**src/rtl/expand_a_sched.sv**
```systemverilog
// Matrix-A expansion scheduler: walks (k,l) in row-major order and hands
// RejNTTPoly jobs to the lowest idle sampling channel, counting completions.
module expand_a_sched #(
  parameter int NCH       = 2,
  parameter int SEED_BITS = 256,
  parameter int KMAX      = 8,
  parameter int LMAX      = 7
) (
  input  logic                         clk,
  input  logic                         rst,
  input  logic                         start,
  input  logic [1:0]                   mode,
  input  logic [SEED_BITS-1:0]         rho,
  input  logic                         abort,
  output logic                         busy,
  output logic                         done,
  output logic                         err,
  output logic [NCH-1:0]               ch_start,
  output logic [NCH*(SEED_BITS+16)-1:0] ch_rho,
  output logic [NCH*4-1:0]             ch_k,
  output logic [NCH*4-1:0]             ch_l,
  input  logic [NCH-1:0]               ch_done,
  output logic [6:0]                   polys_done
);

  localparam int SW = SEED_BITS + 16;

  localparam logic [1:0] IDLE   = 2'd0;
  localparam logic [1:0] RUN    = 2'd1;
  localparam logic [1:0] FINISH = 2'd2;

  logic [1:0]           state;
  logic [3:0]           kdim, ldim, k_idx, l_idx;
  logic                 issued;
  logic [SEED_BITS-1:0] seed;
  logic [NCH-1:0]       act;

  logic [3:0]           mk, ml;
  logic [NCH-1:0]       acc, free, pick, disp;
  logic                 found, go, run_ok;
  logic [2:0]           n_acc;
  logic [3:0]           jk, jl, lim_k, lim_l;
  logic [SEED_BITS-1:0] jseed;
  logic                 last_l, last;
  logic [7:0]           total;

  always_comb begin
    mk = 4'(KMAX);
    ml = 4'(LMAX);
    unique case (mode)
      2'd0:    begin mk = 4'd4; ml = 4'd4; end
      2'd1:    begin mk = 4'd6; ml = 4'd5; end
      default: begin mk = 4'(KMAX); ml = 4'(LMAX); end
    endcase
  end

  // A channel finishing this cycle may be refilled by this cycle's decision;
  // the registered ch_start then lands in the following cycle.
  always_comb begin
    acc   = act & ch_done;
    free  = ~act | acc;
    pick  = '0;
    found = 1'b0;
    n_acc = 3'd0;
    for (int c = 0; c < NCH; c++) begin
      if (free[c] && !found) begin
        pick[c] = 1'b1;
        found   = 1'b1;
      end
      n_acc = n_acc + {2'b00, acc[c]};
    end
  end

  assign go     = (state == IDLE) && start && (mode != 2'd3) && !abort;
  assign run_ok = (state == RUN) && !issued && !abort;
  assign disp   = (go || run_ok) ? pick : '0;

  assign jk     = go ? 4'd0 : k_idx;
  assign jl     = go ? 4'd0 : l_idx;
  assign lim_k  = go ? mk : kdim;
  assign lim_l  = go ? ml : ldim;
  assign jseed  = go ? rho : seed;
  assign last_l = (jl == lim_l - 4'd1);
  assign last   = last_l && (jk == lim_k - 4'd1);
  assign total  = {4'b0000, kdim} * {4'b0000, ldim};

  assign busy = (state == RUN);
  assign done = (state == FINISH);

  always_ff @(posedge clk) begin
    if (rst) begin
      state      <= IDLE;
      kdim       <= 4'd0;
      ldim       <= 4'd0;
      k_idx      <= 4'd0;
      l_idx      <= 4'd0;
      issued     <= 1'b0;
      seed       <= '0;
      act        <= '0;
      err        <= 1'b0;
      ch_start   <= '0;
      ch_rho     <= '0;
      ch_k       <= '0;
      ch_l       <= '0;
      polys_done <= 7'd0;
    end else begin
      ch_start <= disp;
      err      <= (state == IDLE) && start && !abort && (mode == 2'd3);
      act      <= abort ? '0 : ((act & ~ch_done) | disp);

      if (go)
        polys_done <= 7'd0;
      else if (!abort)
        polys_done <= polys_done + {4'b0000, n_acc};

      if (go) begin
        kdim <= mk;
        ldim <= ml;
        seed <= rho;
      end

      if (|disp) begin
        k_idx  <= last_l ? jk + 4'd1 : jk;
        l_idx  <= last_l ? 4'd0 : jl + 4'd1;
        issued <= last;
      end

      for (int c = 0; c < NCH; c++) begin
        if (disp[c]) begin
          ch_rho[c*SW +: SW] <= {4'b0000, jk, 4'b0000, jl, jseed};
          ch_k[c*4 +: 4]     <= jk;
          ch_l[c*4 +: 4]     <= jl;
        end
      end

      if (abort) begin
        state <= IDLE;
      end else begin
        unique case (state)
          IDLE:    if (go) state <= RUN;
          RUN:     if (issued && act == '0 &&
                       {1'b0, polys_done} == total)
                     state <= FINISH;
          FINISH:  state <= IDLE;
          default: state <= IDLE;
        endcase
      end
    end
  end

endmodule

```
**config.mk**
```make
export PLATFORM = sky130hd
export DESIGN_NAME = expand_a_sched
export DESIGN_NICKNAME = d
export VERILOG_FILES = /design/src/rtl/expand_a_sched.sv
export SDC_FILE = /design/constraint.sdc
export NUM_CORES = 1
export LEC_CHECK = 0
export BUFFER_PORTS_ARGS = -buffer_cell sky130_fd_sc_hd__buf_2
export CAP_MARGIN = 20
export CORE_AREA = 8 8 322 324
export CTS_CLUSTER_SIZE = 16
export DETAILED_ROUTE_END_ITERATION = 8
export DIE_AREA = 0 0 330 332
export PLACE_DENSITY = 0.58
export SLEW_MARGIN = 20
export SYNTH_ARGS = -nofsm -noshare
export SYNTH_HDL_FRONTEND = slang
export SYNTH_SLANG_ARGS = --single-unit
```
**constraint.sdc**
```tcl
create_clock -name clk -period 7.4 [get_ports clk]
set_input_delay 1.85 -clock clk [delete_from_list [all_inputs] [get_ports clk]]
set_output_delay 1.85 -clock clk [all_outputs]
set_load 0.02 [all_outputs]
```
Word-level counts from Yosys, hierarchy flattened
Index checks and enable logic that the tools add are counted.

word-level totals
  register bits = 831
  output and inout port bits = 572
  word-level logic and storage cells = 77

operators by class
  add/sub/neg operators = 6
  multipliers = 1
  equal/unequal tests = 10
  mux-type cells = 15
  bitwise gates (word level) = 6
  reductions and logical operators = 22

operators by type and width
  kind                                                    number
  two-way mux 256 bit                                     1
  two-way mux 4 bit                                       6
  logical AND 1 bit                                       11
  adder 4 x 1 -> 4 bit (second input constant)            2
  == test 4 bit                                           2
  == test 7 x 8 -> 1 bit                                  1
  multiplier 4 x 4 -> 8 bit                               1
  one-hot mux 2 bit (2 select lines)                      2
  one-hot mux 4 bit (2 select lines)                      1
  subtractor 4 x 1 -> 4 bit (second input constant)       2
  adder 7 x 2 -> 7 bit                                    1
  logical NOT 2 bit                                       3
  two-way mux 2 bit                                       3
  OR reduction 2 bit                                      3
  bitwise AND 2 bit                                       2
  == test 2 x 1 -> 1 bit (second input constant)          2
  == test 2 bit (second input constant)                   2
  inequality test 2 bit (second input constant)           2
  NOT 2 bit                                               2
  bitwise OR 2 bit                                        2
  logical NOT 1 bit                                       3
  adder 1 x 1 -> 2 bit                                    1
  two-way mux 1 bit                                       2
  inequality test 2 x 1 -> 1 bit (second input constant)  1
  2 further kinds                                         2

Depth between registers and ports, before layout
Gate-level depths: netlist of the first run.

  depth after elaboration = 8
  gate-level depth with buffers = 13

Least setup slack after synthesis of the first run
No wires, ideal clock.

  path type = input -> register
  start point = input port abort
  end point = register k_idx[3]
  arrival time = 4.678 ns
  setup slack = 2.647 ns
  stages = 12
  cell sequence = or4b_1 clkbuf_1 a21oi_1 buf_2 buf_2 o21ai_0 ha_1 a22o_1 o21ai_4 nand3_4 or4_1 a31oi_1

between the ends
  word-level cells in the longest chain between the ends = 6
  elaborated cells between the ends (all ways) = 13
  those cells by class = 2 x add/sub; 1 x eq/ne; 5 x mux; 5 x reduce/logical

RTL lines
  what                       line  text
  start: declaration         14    input logic abort,
  logical NOT 1 bit (*)      --
  logical AND 1 bit          74    assign go = (state == IDLE) && start && (mode != 2'd3) && !abort;
  two-way mux 4 bit          --
  subtractor 4 x 1 -> 4 bit  83    assign last_l = (jl == lim_l - 4'd1);
  == test 4 bit              83
  two-way mux 4 bit          123   k_idx <= last_l ? jk + 4'd1 : jk;
  end signal: assignment     123
  end: declaration           33    logic [3:0] kdim, ldim, k_idx, l_idx;

Mark *: on every way between the ends. The rest lies on a longest branch, timed or not.
A chain may end at the register's enable or synchronous reset.

Final worst setup path of the first run
Ends and elaborated chain as after synthesis.

==> impl_metrics.ini, run 1 <==
[floorplanning]
fp.coreArea_mm2 = 0.0990
dieArea_mm2 = 0.110
die_h_um = 332
die_x_um = 330
start_util_pct = 29.0
rows = 116
boundaryPins = 836

[global_routing]
grt_pass1_vias = 21700
grt_pass1_wl_mm = 137
antenna_found_initial = 19
grt_start_max_net_pins = 192
gr-total-overflow = 0
grt_usage_pct = 16.1

[yosys]
mappedNetlistArea_mm2 = 0.0287
synth_edf_count = 0
synth_warnings = 0
synth.most_common_cell = dfxtp_1
ys_seq_elements = 815
synth_seq_area_share_pct = 56.9
synth.top_cell.area_share_pct = 56.9
synth_area_per_cell_um2 = 9.92
ys.flop_type = dfxtp_1
synth_top_area_cell = dfxtp_1
yosys-top-cells-area = dfxtp_1 57%, a211oi_1 13%, nor2_1 11%
synth-async-reset-ratio_pct = 0
synthDistinctLibCells = 53
synth_cells = 2893
synth_common_cells = 815 x dfxtp_1, 807 x nor2_1, 513 x a211oi_1

[hold_path]
hp-class = register to register

[critical_path]
crit_arrival_ps = 5340
critPathMaxFanout = 17
end_kind = register
required_ps = 7980
start_kind = input pin
path_class = input pin to register

[status]
outcome = complete, no violations

[cts]
cts_tree = yes
postCtsSetupBuffers = 0
cts.sinks = 815
clock_latency_ps = 660
cts_hold_buf = 0
cts_resized = 0
clk_pin_slew_ps = 60
cts_max_level = 3
cts_inserted_buffers = 89
cts_root_buf = clkbuf_16
clockBufferDepth = 3

[pwr]
total_power_mw = 10.1
ir_drop_mv = 0.215
comb_power_share_pct = 9.4
swShare_pct = 25.6
power_density_mw_per_mm2 = 277
internal-power_mw = 7.51
p_leak_nw = 15.0
seqPwrFrac_pct = 46.2
netSwitchingPower_mw = 2.58
pwr-share-clk_pct = 44.4

[placed_design]
routabilityCongestion = 0.817
dp_hpwl_mm = 66.5
port_buffers = 819

[sta]
hold_viol_final = 0
fin_skew_ps = 16.8
relSlewSlack_pct = 31.1
whs_ps = 493
rsz0062_at_grt = no
slew_violations = 0
fin_crit_sh_pct = 64.3
worstMarginPinSlew_ps = 1030
fmax_ghz = 0.210
min_period_ps = 4760
fin_tns_setup_ps = 0
setup_viol_count_final = 0

[route]
num_vias = 22600
drt-pass1-iter-count = 5
routedWlPerCell_um = 18.9
viasPerCell = 4.58
wirelength_mm = 93.7
drc = 0
drtAntennaViolNets = 0
dr.first_iter.drc_count = 1264

[cells_and_area]
area_delta_synth_final_pct = 27.0
nNetsFinal = 3854
drive_gt1_share_pct = 27.3

[flow_run]
max_cap_viol_count = 0
-- kinds of logic after synthesis --
kind of cell | Yosys count | share of synthesized area [%]
adder cells (fa/ha/maj) | 22 | 1.09
other | 1 | 0.0131
flip-flops | 815 | 56.9
AO/OA/AOI/OAI | 576 | 14.8
buffers and inverters | 285 | 4.92
AND/OR/NAND/NOR | 914 | 12.6
XOR/XNOR | 21 | 0.641
multiplexers | 259 | 9.03
-- per-layer routing --
layer	track usage, %	part of all wire [%]	wire (µm)	up-vias
li1	-	-	-	11400
met1	18.8	41	38600	10500
met2	27.4	49	45500	634
met3	4.63	7.1	6680	155
met4	6.41	3.1	2880	8
met5	0	0.064	60	-
-- layout by cell type, fill, tap and decap left out, types with 8 or more instances in the layout --
cell,instances
dfxtp_1,815
buf_2,818
a21oi_1,26
mux2i_1,259
clkbuf_16,89
a211oi_1,513
buf_12,11
clkinv_2,14
o21ai_0,8
clkbuf_8,21
diode_2,14
buf_4,12
clkbuf_1,20
ha_1,17
nand2_1,46
nor2_1,806
conb_1,16
nor2b_1,11
xnor2_1,11
and2_1,11
nand3_1,12
inv_1,12
xor2_1,10
-- registers in the layout (all words and copies together), names as in the netlist --
| signal | flops |
|---|---|
| ch_k | 8 |
| ch_l | 6 |
| err | 1 |
| issued | 1 |
| k_idx | 4 |
| ldim | 4 |
| kdim | 4 |
| l_idx | 4 |
| state | 2 |
| seed | 256 |
| polys_done | 7 |
| act | 2 |
| ch_rho | 514 |
| ch_start | 2 |
-- per-stage QoR --
| stage | instance area, µm² | std cells | util (%) | setup slack (ps) |
|---|---|---|---|---|
| floorplan | 28800 | 2908 | - | 2650 |
| global placement | 33400 | 4775 | 33.8 | 2030 |
| detailed placement | 33400 | 4775 | 33.8 | 1980 |
| CTS | 36400 | 4934 | 36.8 | 2720 |
| global route | 36500 | 4946 | 36.8 | 2480 |
| finish | 36500 | 4948 | 36.8 | 2640 |
-- worst paths after layout --
| kind | start | endpoint | slack (ps) | cells after the start |
|---|---|---|---|---|
| max reg2reg | state[1] | k_idx[3] | 3640 | 9 |
| min reg2reg | ch_rho[72] | ch_rho[72] | 490 | 2 |
| min | ch_rho[72] | ch_rho[72] | 490 | 2 |
| max | abort | k_idx[3] | 2640 | 10 |
-- worst max-delay path, cell delays in order --
cell and delay, ps:
buf_2 190, or4b_1 670, a21oi_4 710, o21ai_0 260, ha_1 360, a22o_1 260
o21ai_4 170, nand3_4 140, or4_1 520, a31oi_1 180
-- power by group through the flow --
stage / sequential [mW] / clock, mW / combinational, mW
2_1_floorplan: 4.88 / 0 / 0.488
6_report: 4.66 / 4.48 / 0.951
5_1_grt: 4.68 / 4.79 / 1.04
3_3_place_gp: 4.75 / 0 / 0.952
3_5_place_dp: 4.75 / 0 / 0.961
4_1_cts: 4.66 / 4.61 / 0.963
-- layout make-up --
type	count	area, µm²
antenna	14	35.0
clock buffer	130	2590
clock inverter	29	382
fill	10100	62500
inverter	12	45.0
multi-input combinational	1808	11000
sequential	815	16300
tap	1298	1620
timing repair buffer	842	4420
Power figures use the tool's default switching activity.
==> inputs of run 2 (changes only) <==
- CORE_AREA: 8 8 322 324 -> 8 8 323 325
- DIE_AREA: 0 0 330 332 -> 0 0 331 333
- PLACE_DENSITY: 0.58 -> 0.6
- clock period: 7.4 -> 4.37 ns (I/O delays scaled with it)
==> impl_metrics.ini, run 2 (synthesis gave the netlist of run 1 again) <==
[route]
drc = 0
routedWlPerCell_um = 19.0
drt-pass1-iter-count = 6
num_vias = 22800
dr.first_iter.drc_count = 1160
drtAntennaViolNets = 0
viasPerCell = 4.58
wirelength_mm = 94.7

[sta]
relSlewSlack_pct = 37.5
fin_tns_setup_ps = 0
fin_skew_ps = 17.8
finalWorstSetupSlack_ps = 934
worstMarginPinSlew_ps = 938
min_period_ps = 3440
fin_crit_sh_pct = 78.6
rsz0062_at_grt = no
setup_viol_count_final = 0
fmax_ghz = 0.291
slew_violations = 0
hold_viol_final = 0

[critical_path]
cp_slowest_cell = fa_1
cpMostUsedCell = fa_1
path_cells = nand2_1 > fa_1 > fa_1 > fa_1 > xnor2_1 > xnor2_1 > o2111ai_1 > nor4_1 > o311a_1 > and3_1
required_ps = 4940
cp_slowest_stage_delay_ps = 540
start_kind = register
end_kind = register
crit_arrival_ps = 4010
critPathMaxFanout = 8
path_class = register to register

[pwr]
ir_drop_mv = 0.281
p_leak_nw = 15.2
power_density_mw_per_mm2 = 463

[floorplanning]
start_util_pct = 28.9
dieArea_mm2 = 0.110
die_x_um = 331
rows = 116
fp.coreArea_mm2 = 0.0993
boundaryPins = 836
die_h_um = 333

[placed_design]
place_area_mm2 = 0.0338
routabilityCongestion = 0.803
dp_hpwl_mm = 69.0
post-place-cells = 4808
port_buffers = 819
detailedPlace.worstSlack_ps = 354

[cells_and_area]
drive_gt1_share_pct = 28.1
register_area_mm2 = 0.0163
largest_register = ch_rho
n_fill_cell = 10100
largest_reg_flops = 514
area_delta_synth_final_pct = 28.2
multi_input_area_mm2 = 0.0110
layout_common_cells = 818 x buf_2, 815 x dfxtp_1, 806 x nor2_1, 513 x a211oi_1, 259 x mux2i_1
layout.cells.non_filler = 4978
largestRegisters = ch_rho x514, seed x256, ch_k x8
fin_area_mm2 = 0.0368
nNetsFinal = 3887
mostFrequentLayoutCell = buf_2
final_util_pct = 37.1

[cts]
cts_max_level = 3
clock_latency_ps = 640
clk_pin_slew_ps = 60
postCtsSetupBuffers = 0
cts.sinks = 815
clockBufferDepth = 3
cts_inserted_buffers = 89
cts_root_buf = clkbuf_16
cts_tree = yes
cts_resized = 0
cts_hold_buf = 0

[global_routing]
gr-total-overflow = 0
grt_start_max_net_pins = 119
antenna_found_initial = 17
grt_pass1_wl_mm = 139
grt_pass1_vias = 21900
grt_usage_pct = 16.1

[flow_run]
max_cap_viol_count = 0

[status]
outcome = complete, no violations

[hold_path]
hp-class = register to register
run 2: changes by cell type in the layout (fill, tap and decap cells not counted), moves of 3 or more:
cell	before	now
buf_12	11	21
buf_4	12	35
clkbuf_1	20	13
clkbuf_8	21	25
clkinv_16	3	0
clkinvlp_4	0	3
run 2: worst paths after layout:
check | start | end | slack (ps) | cells after the start
max reg2reg | kdim[0] | state[1] | 930 | 10
min | ch_l[5] | ch_l[5] | 490 | 2
min reg2reg | ch_l[5] | ch_l[5] | 490 | 2
max | kdim[0] | state[1] | 930 | 10
run 2: layer usage:
layer / vias to the layer above / global-route usage (%) / part of all wire, % / routed length (µm)
li1: 11500 / - / - / -
met1: 10600 / 19.4 / 42 / 39500
met2: 611 / 27.1 / 48 / 45400
met3: 133 / 4.60 / 7.5 / 7070
met4: 4 / 5.96 / 2.9 / 2730
met5: - / 0 / 0.032 / 30
run 2: stage by stage:
step / hold WS, ps / total power, mW
floorplan: 445 / 9.09
global placement: 477 / 9.69
detailed placement: 480 / 9.71
CTS: 489 / 17.3
global route: 510 / 17.7
finish: 488 / 17.0
run 2: area by class of cell:
class | instances | area share (%)
clock buffers | 128 | 7.19
clock inverters | 29 | 0.779
well taps | 1298 | 4.41
multi-input cells | 1808 | 30.0
inverters | 12 | 0.122
diodes | 13 | 0.0884
flip-flops and latches | 815 | 44.4
repair buffers | 875 | 13.0
run 2: worst max-delay path: cells and delay by family (launching register included):
| family | cells | cell delay, ps |
|---|---|---|
| xor gates and xnor gates | 2 | 340 |
| and+or+nand+nor | 3 | 560 |
| AOI/OAI and AO/OA | 2 | 450 |
| adders and majority gates | 3 | 1550 |
| DFF | 1 | 470 |
run 2: power by group:
part	switching [mW]	internal (mW)	total [mW]
clock	3.06	4.43	7.49
combinational	1.07	0.567	1.64
sequential	0.150	7.74	7.89
==> inputs of run 3 (changes only) <==
- CORE_AREA: 8 8 323 325 -> 8 8 322 324
- DIE_AREA: 0 0 331 333 -> 0 0 330 332
- PLACE_DENSITY: 0.6 -> 0.58
- clock period: 4.37 -> 3.2 ns (I/O delays scaled with it)
==> impl_metrics.ini, run 3 (synthesis gave the netlist of run 1 again) <==
[placed_design]
post-place-cells = 4864
dp_hpwl_mm = 70.2
routabilityCongestion = 0.813
port_buffers = 819

[cts]
cts.sinks = 815
cts_resized = 0
cts_inserted_buffers = 88
clock_latency_ps = 640
clockBufferDepth = 3
cts_root_buf = clkbuf_16
cts_max_level = 3
cts_hold_buf = 0
cts_tree = yes
clk_pin_slew_ps = 60
postCtsSetupBuffers = 0

[cells_and_area]
area_delta_synth_final_pct = 30.2
n_fill_cell = 10100
register_area_mm2 = 0.0163
largest_register = ch_rho
largestRegisters = ch_rho x514, seed x256, ch_k x8
largest_reg_flops = 514
layout_common_cells = 818 x buf_2, 815 x dfxtp_1, 806 x nor2_1, 513 x a211oi_1, 259 x mux2i_1
layout.cells.non_filler = 5028
nNetsFinal = 3942
drive_gt1_share_pct = 29.0
mostFrequentLayoutCell = buf_2
multi_input_area_mm2 = 0.0111

[sta]
fin_crit_sh_pct = 95.5
fin_skew_ps = 25.0
fmax_ghz = 0.327
rsz0062_at_grt = no
relSlewSlack_pct = 57.7
setup_viol_count_final = 0
min_period_ps = 3050
slew_violations = 0
worstMarginPinSlew_ps = 635
whs_ps = 442
hold_viol_final = 0

[route]
drc = 0
drtAntennaViolNets = 0
routedWlPerCell_um = 18.7
num_vias = 23100
dr.first_iter.drc_count = 1408
wirelength_mm = 94.3
drt-pass1-iter-count = 5
viasPerCell = 4.60

[pwr]
power_density_mw_per_mm2 = 623
ir_drop_mv = 0.422
p_leak_nw = 15.5

[flow_run]
max_cap_viol_count = 0

[floorplanning]
rows = 116
start_util_pct = 29.0
boundaryPins = 836
die_x_um = 330
fp.coreArea_mm2 = 0.0990
dieArea_mm2 = 0.110
die_h_um = 332

[status]
outcome = complete, no violations

[global_routing]
antenna_found_initial = 12
grt_pass1_wl_mm = 140
grt_usage_pct = 16.2
grt_start_max_net_pins = 100
grt_pass1_vias = 22100
gr-total-overflow = 0

[hold_path]
hp-class = input pin to register

[critical_path]
critPathMaxFanout = 7
start_kind = register
required_ps = 3790
end_kind = register
crit_arrival_ps = 3640
path_class = register to register
==> run 3: final cells by class <==
class | instances | area share (%)
Inverter | 12 | 0.121
Timing Repair Buffer | 931 | 14.4
Clock inverter | 18 | 0.573
Antenna cell | 7 | 0.0469
Tap cell | 1298 | 4.35
Multi-Input combinational cell | 1808 | 29.6
Clock buffer | 139 | 7.23
Sequential cell | 815 | 43.7
==> run 3: where the power goes <==
part	total, mW	switching, mW	internal, mW
combinational	2.32	1.49	0.832
sequential	10.8	0.198	10.6
clock	10.2	4.10	6.10
total	23.3	5.79	17.5
==> run 3: per-stage QoR <==
stage | util, % | instance area (µm²) | total power [mW] | worst slack (ps) | TNS, ps
floorplan | - | 28800 | 12.4 | -167 | -348
global placement | 34.8 | 34400 | 13.3 | -218 | -3210
detailed placement | 34.8 | 34400 | 13.3 | -203 | -4630
CTS | 37.7 | 37300 | 23.6 | 29.9 | 0
global route | 37.7 | 37400 | 24.2 | 5.69 | 0
finish | 37.7 | 37400 | 23.3 | 145 | 0
==> run 3: worst max-delay path, stage by stage (launching register included) <==
cell     delay, ps
dfxtp_1        310
buf_4          160
and2_1         160
ha_1           290
ha_1           280
ha_1           160
inv_1           70
fa_2           570
xor2_1         160
nand3_1        110
nor4_1         270
o311a_1        300
and3_1         170
==> run 3: final timing paths <==
kind,startpoint,end,slack (ps),cells past startpoint
worst max-delay path,ldim[2],state[1],150,12
worst min register to register,ch_rho[283],ch_rho[283],490,2
worst max register to register,ldim[2],state[1],150,12
worst min-delay path,rho[188],seed[188],440,3
==> run 3: layer usage <==
metal / global-route usage, % / routed length, µm
met5: 0 / 23
met3: 4.81 / 6690
met1: 19.8 / 39800
met2: 27.0 / 44800
met4: 5.87 / 2980
